==> src/rtl/mc_control_fsm.sv <==
// Multi-cycle control sequencer for the 16-bit CPU: steers PC, IR, memory,
// register file and ALU through FETCH/DECODE/EXEC/MEM/WB and counts retirements.
module mc_control_fsm #(
  parameter int unsigned OPC_W = 4,
  parameter int unsigned CNT_W = 16
) (
  input  logic             clk,
  input  logic             rst,
  input  logic [OPC_W-1:0] opcode,
  input  logic             zero,
  input  logic             mem_ready,
  output logic             pc_write,
  output logic [1:0]       pc_src,
  output logic             ir_write,
  output logic             i_or_d,
  output logic             mem_read,
  output logic             mem_write,
  output logic             reg_write,
  output logic             reg_dst,
  output logic             mem_to_reg,
  output logic             alu_src_a,
  output logic [1:0]       alu_src_b,
  output logic [1:0]       alu_op,
  output logic [2:0]       state,
  output logic             halted,
  output logic             illegal,
  output logic [CNT_W-1:0] retired
);

  localparam logic [2:0] S_FETCH  = 3'd0;
  localparam logic [2:0] S_DECODE = 3'd1;
  localparam logic [2:0] S_EXEC   = 3'd2;
  localparam logic [2:0] S_MEM    = 3'd3;
  localparam logic [2:0] S_WB     = 3'd4;
  localparam logic [2:0] S_HALT   = 3'd5;

  localparam logic [OPC_W-1:0] OP_RTYPE = OPC_W'(4'h0);
  localparam logic [OPC_W-1:0] OP_ADDI  = OPC_W'(4'h1);
  localparam logic [OPC_W-1:0] OP_LW    = OPC_W'(4'h4);
  localparam logic [OPC_W-1:0] OP_SW    = OPC_W'(4'h5);
  localparam logic [OPC_W-1:0] OP_BEQ   = OPC_W'(4'h8);
  localparam logic [OPC_W-1:0] OP_J     = OPC_W'(4'hC);
  localparam logic [OPC_W-1:0] OP_HALT  = OPC_W'(4'hF);

  logic [2:0]       state_q, state_d;
  logic [CNT_W-1:0] retired_q, retired_d;
  logic             halted_q, halted_d;
  logic             retire;

  always_ff @(posedge clk) begin
    if (rst) begin
      state_q   <= S_FETCH;
      retired_q <= '0;
      halted_q  <= 1'b0;
    end else begin
      state_q   <= state_d;
      retired_q <= retired_d;
      halted_q  <= halted_d;
    end
  end

  // Next state plus Mealy control outputs; strobes are squashed while rst is high.
  always_comb begin
    state_d    = state_q;
    retire     = 1'b0;
    pc_write   = 1'b0;
    pc_src     = 2'b00;
    ir_write   = 1'b0;
    i_or_d     = 1'b0;
    mem_read   = 1'b0;
    mem_write  = 1'b0;
    reg_write  = 1'b0;
    reg_dst    = 1'b0;
    mem_to_reg = 1'b0;
    alu_src_a  = 1'b0;
    alu_src_b  = 2'b00;
    alu_op     = 2'b00;
    illegal    = 1'b0;

    case (state_q)
      S_FETCH: begin
        mem_read  = 1'b1;
        alu_src_b = 2'b01;
        if (mem_ready) begin
          ir_write = 1'b1;
          pc_write = 1'b1;
          state_d  = S_DECODE;
        end
      end
      S_DECODE: begin
        alu_src_b = 2'b11;
        case (opcode)
          OP_J: begin
            pc_write = 1'b1;
            pc_src   = 2'b10;
            retire   = 1'b1;
            state_d  = S_FETCH;
          end
          OP_HALT:                                  state_d = S_HALT;
          OP_RTYPE, OP_ADDI, OP_LW, OP_SW, OP_BEQ:  state_d = S_EXEC;
          default: begin
            illegal = 1'b1;
            state_d = S_FETCH;
          end
        endcase
      end
      S_EXEC: begin
        alu_src_a = 1'b1;
        case (opcode)
          OP_RTYPE: begin
            alu_op  = 2'b10;
            state_d = S_WB;
          end
          OP_ADDI: begin
            alu_src_b = 2'b10;
            state_d   = S_WB;
          end
          OP_LW, OP_SW: begin
            alu_src_b = 2'b10;
            state_d   = S_MEM;
          end
          OP_BEQ: begin
            alu_op   = 2'b01;
            pc_src   = 2'b01;
            pc_write = zero;
            retire   = 1'b1;
            state_d  = S_FETCH;
          end
          default: state_d = S_FETCH;
        endcase
      end
      S_MEM: begin
        // The request is held unchanged until memory accepts it.
        i_or_d = 1'b1;
        if (opcode == OP_LW) begin
          mem_read = 1'b1;
          if (mem_ready) state_d = S_WB;
        end else begin
          mem_write = (opcode == OP_SW);
          if (mem_ready) begin
            retire  = (opcode == OP_SW);
            state_d = S_FETCH;
          end
        end
      end
      S_WB: begin
        reg_write  = 1'b1;
        reg_dst    = (opcode == OP_RTYPE);
        mem_to_reg = (opcode == OP_LW);
        retire     = 1'b1;
        state_d    = S_FETCH;
      end
      S_HALT:  state_d = S_HALT;
      default: state_d = S_FETCH;
    endcase

    if (rst) begin
      pc_write  = 1'b0;
      ir_write  = 1'b0;
      mem_read  = 1'b0;
      mem_write = 1'b0;
      reg_write = 1'b0;
    end
  end

  assign retired_d = retire ? retired_q + CNT_W'(1) : retired_q;
  assign halted_d  = (state_d == S_HALT);

  assign state   = state_q;
  assign halted  = halted_q;
  assign retired = retired_q;

endmodule

==> config.mk <==
export PLATFORM = sky130hd
export DESIGN_NAME = mc_control_fsm
export DESIGN_NICKNAME = d
export VERILOG_FILES = /design/src/rtl/mc_control_fsm.sv
export SDC_FILE = /design/constraint.sdc
export NUM_CORES = 1
export LEC_CHECK = 0
export CORE_MARGIN = 4
export CORE_UTILIZATION = 40
export CTS_CLUSTER_DIAMETER = 50
export DETAILED_ROUTE_END_ITERATION = 16
export GPL_TIMING_DRIVEN = 1
export PLACE_DENSITY = 0.73
export SLEW_MARGIN = 20
export SYNTH_ARGS = -nofsm -noshare
export SYNTH_HDL_FRONTEND = slang
export SYNTH_SLANG_ARGS = --single-unit
==> constraint.sdc <==
create_clock -name clk -period 2.1 [get_ports clk]
set_input_delay 0.42 -clock clk [delete_from_list [all_inputs] [get_ports clk]]
set_output_delay 0.42 -clock clk [all_outputs]
set_load 0.01 [all_outputs]
== Word level (Yosys, flattened, before mapping) ==
Cells that the tools add are included.

* Bits in registers: 20
* Input port bits: 8
* Logic and storage cells: 62

* $add $sub $neg: 1
* Eq/ne operators: 12
* Multiplexer cells: 39
* Reductions and logical operators: 7

{| class="wikitable"
|+ Operator list
! cell !! count
|-
| $mux 1 || 23
|-
| $add 16x1->16 const B || 1
|-
| $pmux 3 s5 || 1
|-
| $eq 4x4->1 const B || 3
|-
| $mux 3 || 4
|-
| $pmux 3 s2 || 2
|-
| $eq 3x3->1 const B || 3
|-
| $eq 4x3->1 const B || 2
|-
| $pmux 2 s2 || 2
|-
| $reduce_or 7->1 || 1
|-
| $eq 3x2->1 const B || 2
|-
| $mux 2 || 3
|-
| $pmux 2 s3 || 1
|-
| $reduce_or 5->1 || 1
|-
| $eq 4x1->1 const B || 1
|-
| $logic_not 4->1 || 1
|-
| $pmux 1 s4 || 1
|-
| $reduce_or 2->1 || 2
|-
| $eq 3x1->1 const B || 1
|-
| $logic_not 3->1 || 1
|-
| $pmux 1 s3 || 1
|-
| $reduce_or 3->1 || 1
|-
| $pmux 1 s2 || 1
|}

== Depth between registers and ports, before layout ==
Gate-level depths: netlist of the first run.

* Depth in word-level cells: 5
* Mapped depth: 7

== Worst setup path before layout of the first run ==
Ideal clock, no wire load.

* Path type: register -> output
* Start: register state_q[0] (netlist: state[0])
* End: output port pc_write
* Arrival time: 1.665 ns
* Data required time: 1.680 ns
* Slack: 0.015 ns
* Cell stages (with the launch flop): 6
* Path through: dfxtp_1 > nor2b_2 > nand2b_1 > nor4_1 > a21oi_1 > a21oi_1

* Cells in the longest elaborated chain, start to end: 3

{| class="wikitable"
|+ Ends and longest elaborated chain
! item !! RTL line !! RTL
|-
| start, declared || 45 || <nowiki>logic [2:0] state_q, state_d;</nowiki>
|-
| start signal, assigned || 56 || <nowiki>state_q <= state_d;</nowiki>
|-
| $eq 3x2->1 (tied with other cells) || 80 || <nowiki>case (state_q)</nowiki>
|-
| $pmux 1 s3 (*) || 80 ||
|-
| $mux 1 (*) || 157 || <nowiki>if (rst) begin</nowiki>
|-
| end, declared || 12 || <nowiki>output logic pc_write,</nowiki>
|}

Every way passes the cells marked *; elsewhere a longest branch is shown, timed or not.

== Final worst setup path of the first run ==
Ends and elaborated chain as after synthesis.

==> flow_summary.ini, run 1 <==
[route]
vias_per_cell = 5.518
avgRoutedWirePerCell_um = 15.42
first_pass_iters = 4
drc_errors = 0
drt_iter0_drc = 96
via_count = 1385
wirelength_um = 3870
ant_nets = 0

[critical_path]
worst_setup_path_end_kind = primary output
cp.arrival_ps = 1600
worstPathMaxFanout = 4
ff2ff_setup_slack_ps = 220
worstSetupPathType = register to primary output
worstSetupStartpointType = register
required_ps = 1680

[status]
status = finished clean

[min_path]
hp-class = register to register

[layout]
num-nets-final = 230
final_util_pct = 68.82
diodes = 0
syn2layout_area_growth_pct = 58.64
design_area_mm2 = 0.001963
drive_gt1_share_pct = 29.55

[clock_tree]
clk_pin_slew_ps = 110
h-tree-depth = 1
cts.path.max_buffers = 2
clock_latency_ps = 310
cts_tree = done
cts_root_buffer = clkbuf_4
hold_buffers = 0
cts_sinks = 20
cts_buffers = 3

[timing]
slew_viol_final = 0
fin_ws_ps = 82.32
max-slew-margin-rel_pct = 77.40
skew_ps = 7.594
finalCritPeriodShare_pct = 96.08
setup_viol = 0
rsz0062_at_grt = no
hold_viol_final = 0
worst_pin_slew_ps = 336.9
max_freq_ghz = 0.4956
period_needed_ps = 2018

[run]
maxCapViolations = 0

[placed_design]
port_buffers = 43
gp_congestion = 0.9111
placed_cell_area_mm2 = 0.001878
hpwl_um = 2965
dp_slack_ps = -529.5

[die]
dieArea_mm2 = 0.004048
coreArea_mm2 = 0.002853
io_pins = 44
dieHeight_um = 63.62
initial_core_util_pct = 43.38
die_w_um = 63.62
rows = 19

[logic_synthesis]
synth_seq_area_share_pct = 32.36
ys_seq_elements = 20
syn_avg_cell_area_um2 = 8.141
netlist_area_mm2 = 0.001237
yosysWarnings = 0
synth-edff-count = 0
synth_flop_cell = dfxtp_1
synth_cells = 152
synthesis.nets = 161
synth_async_sr_flop_share_pct = 0
synth_cell_types = 45

[grt]
overflow = 0
grt_pass1_wl_um = 6568
antenna_found_initial = 0
grt_max_degree = 21
grt_pass1_vias = 1346
grt_use_total_pct = 19.95

[pwr]
power_uw = 763.9
leakage_nw = 0.7781
powerDensity_mw_per_mm2 = 389.1
vdd_drop_max_mv = 0.3748
## metal layers
| layer | up-vias | GRT usage [%] | share of wire, % |
|---|---|---|---|
| li1 | 676 | - | - |
| met1 | 653 | 24.95 | 44 |
| met2 | 46 | 34.94 | 50 |
| met3 | 10 | 4.618 | 4.0 |
| met4 | 0 | 3.504 | 1.6 |
| met5 | - | 0 | 0 |
## worst max-delay path, stage by stage, from the launching register on
cell and delay (ps):
dfxtp_2 350, buf_4 140, or4_4 530, a21oi_2 140
buf_2 140
## cells by family after synthesis
logic type / Yosys count / share of synthesized area, %
and+or+nand+nor: 73 / 32.56
AOI/OAI and AO/OA: 29 / 17.39
DFF: 20 / 32.36
xor gates and xnor gates: 14 / 9.909
buffers and inverters: 14 / 5.864
muxes: 1 / 0.9099
adders and majority gates: 1 / 1.011
## final timing paths
kind / from / endpoint / cells after the start
hold reg to reg: retired[1]$_SDFFE_PP0P_ / retired[1]$_SDFFE_PP0P_ / 2
setup reg to reg: state[0]$_SDFF_PP0_ / retired[10]$_SDFFE_PP0P_ / 8
setup / recovery: state[0]$_SDFF_PP0_ / pc_write / 4
hold / removal: retired[1]$_SDFFE_PP0P_ / retired[1]$_SDFFE_PP0P_ / 2
## state kept, by name, indices dropped and copies added, names as in the netlist
register  count
retired      16
state         3
halted        1
## power by group
group	switching, mW	internal [mW]
logic	0.0743	0.0764
clock network	0.121	0.106
registers	0.00365	0.382
## through the flow
| stage | cells | setup TNS, ps | hold slack, ps |
|---|---|---|---|
| floorplan | 152 | 0 | 537.1 |
| global placement | 246 | -7293 | 521.0 |
| detailed placement | 246 | -8162 | 540.2 |
| CTS | 251 | 0 | 557.9 |
| global route | 251 | 0 | 577.4 |
| finish | 251 | 0 | 554.3 |
## repair_timing
action / CTS / global route
pin swaps: 2 / 4
gates resized for setup: 48 / 16
buffers inserted: 1 / 0
setup endpoints to repair: 17 / 6
## layout by cell type, fill, tap and decap left out, drive strengths merged, types with 7 or more instances in the layout
cell / synthesis / routed
clkbuf: 3 / 7
nand3: 8 / 8
nor2: 25 / 25
nand2: 9 / 9
dlygate4sd2: 0 / 9
xnor2: 14 / 14
a21oi: 12 / 12
dfxtp: 20 / 20
buf: 8 / 36
clkdlybuf4s50: 0 / 23
## cell type report
class                           count  area (um^2)
Inverter                            3        11.26
Fill cell                         244        889.6
Clock buffer                        4        36.28
Timing Repair Buffer               75        633.1
Tap cell                           31        38.79
Multi-Input combinational cell    118        839.6
Sequential cell                    20        404.1
## Yosys cell counts, types with 2 or more instances
cell / number / share of area [%]
xnor2_1: 14 / 9.9
nand2_1: 9 / 2.7
nand3_1: 8 / 3.2
nor2_1: 25 / 7.6
a21oi_1: 12 / 4.9
buf_4: 2 / 1.2
a211oi_1: 4 / 2.4
nand4_1: 5 / 2.5
nor3b_1: 2 / 1.2
and4_1: 3 / 2.1
o21ai_0: 2 / 0.81
nor3_1: 3 / 1.2
clkbuf_1: 3 / 0.91
dfxtp_1: 20 / 32
buf_2: 4 / 1.6
and3_1: 4 / 2.0
a31oi_1: 2 / 1.0
inv_1: 3 / 0.91
No activity file was read; power rests on OpenSTA's default activity.
==> inputs of run 2 (changes only) <==
- CTS_CLUSTER_SIZE: unset -> 10
- GPL_TIMING_DRIVEN: 1 -> unset
==> results of run 2 <==
No change in the layout: final DEF, timing and power equal those of run 1.
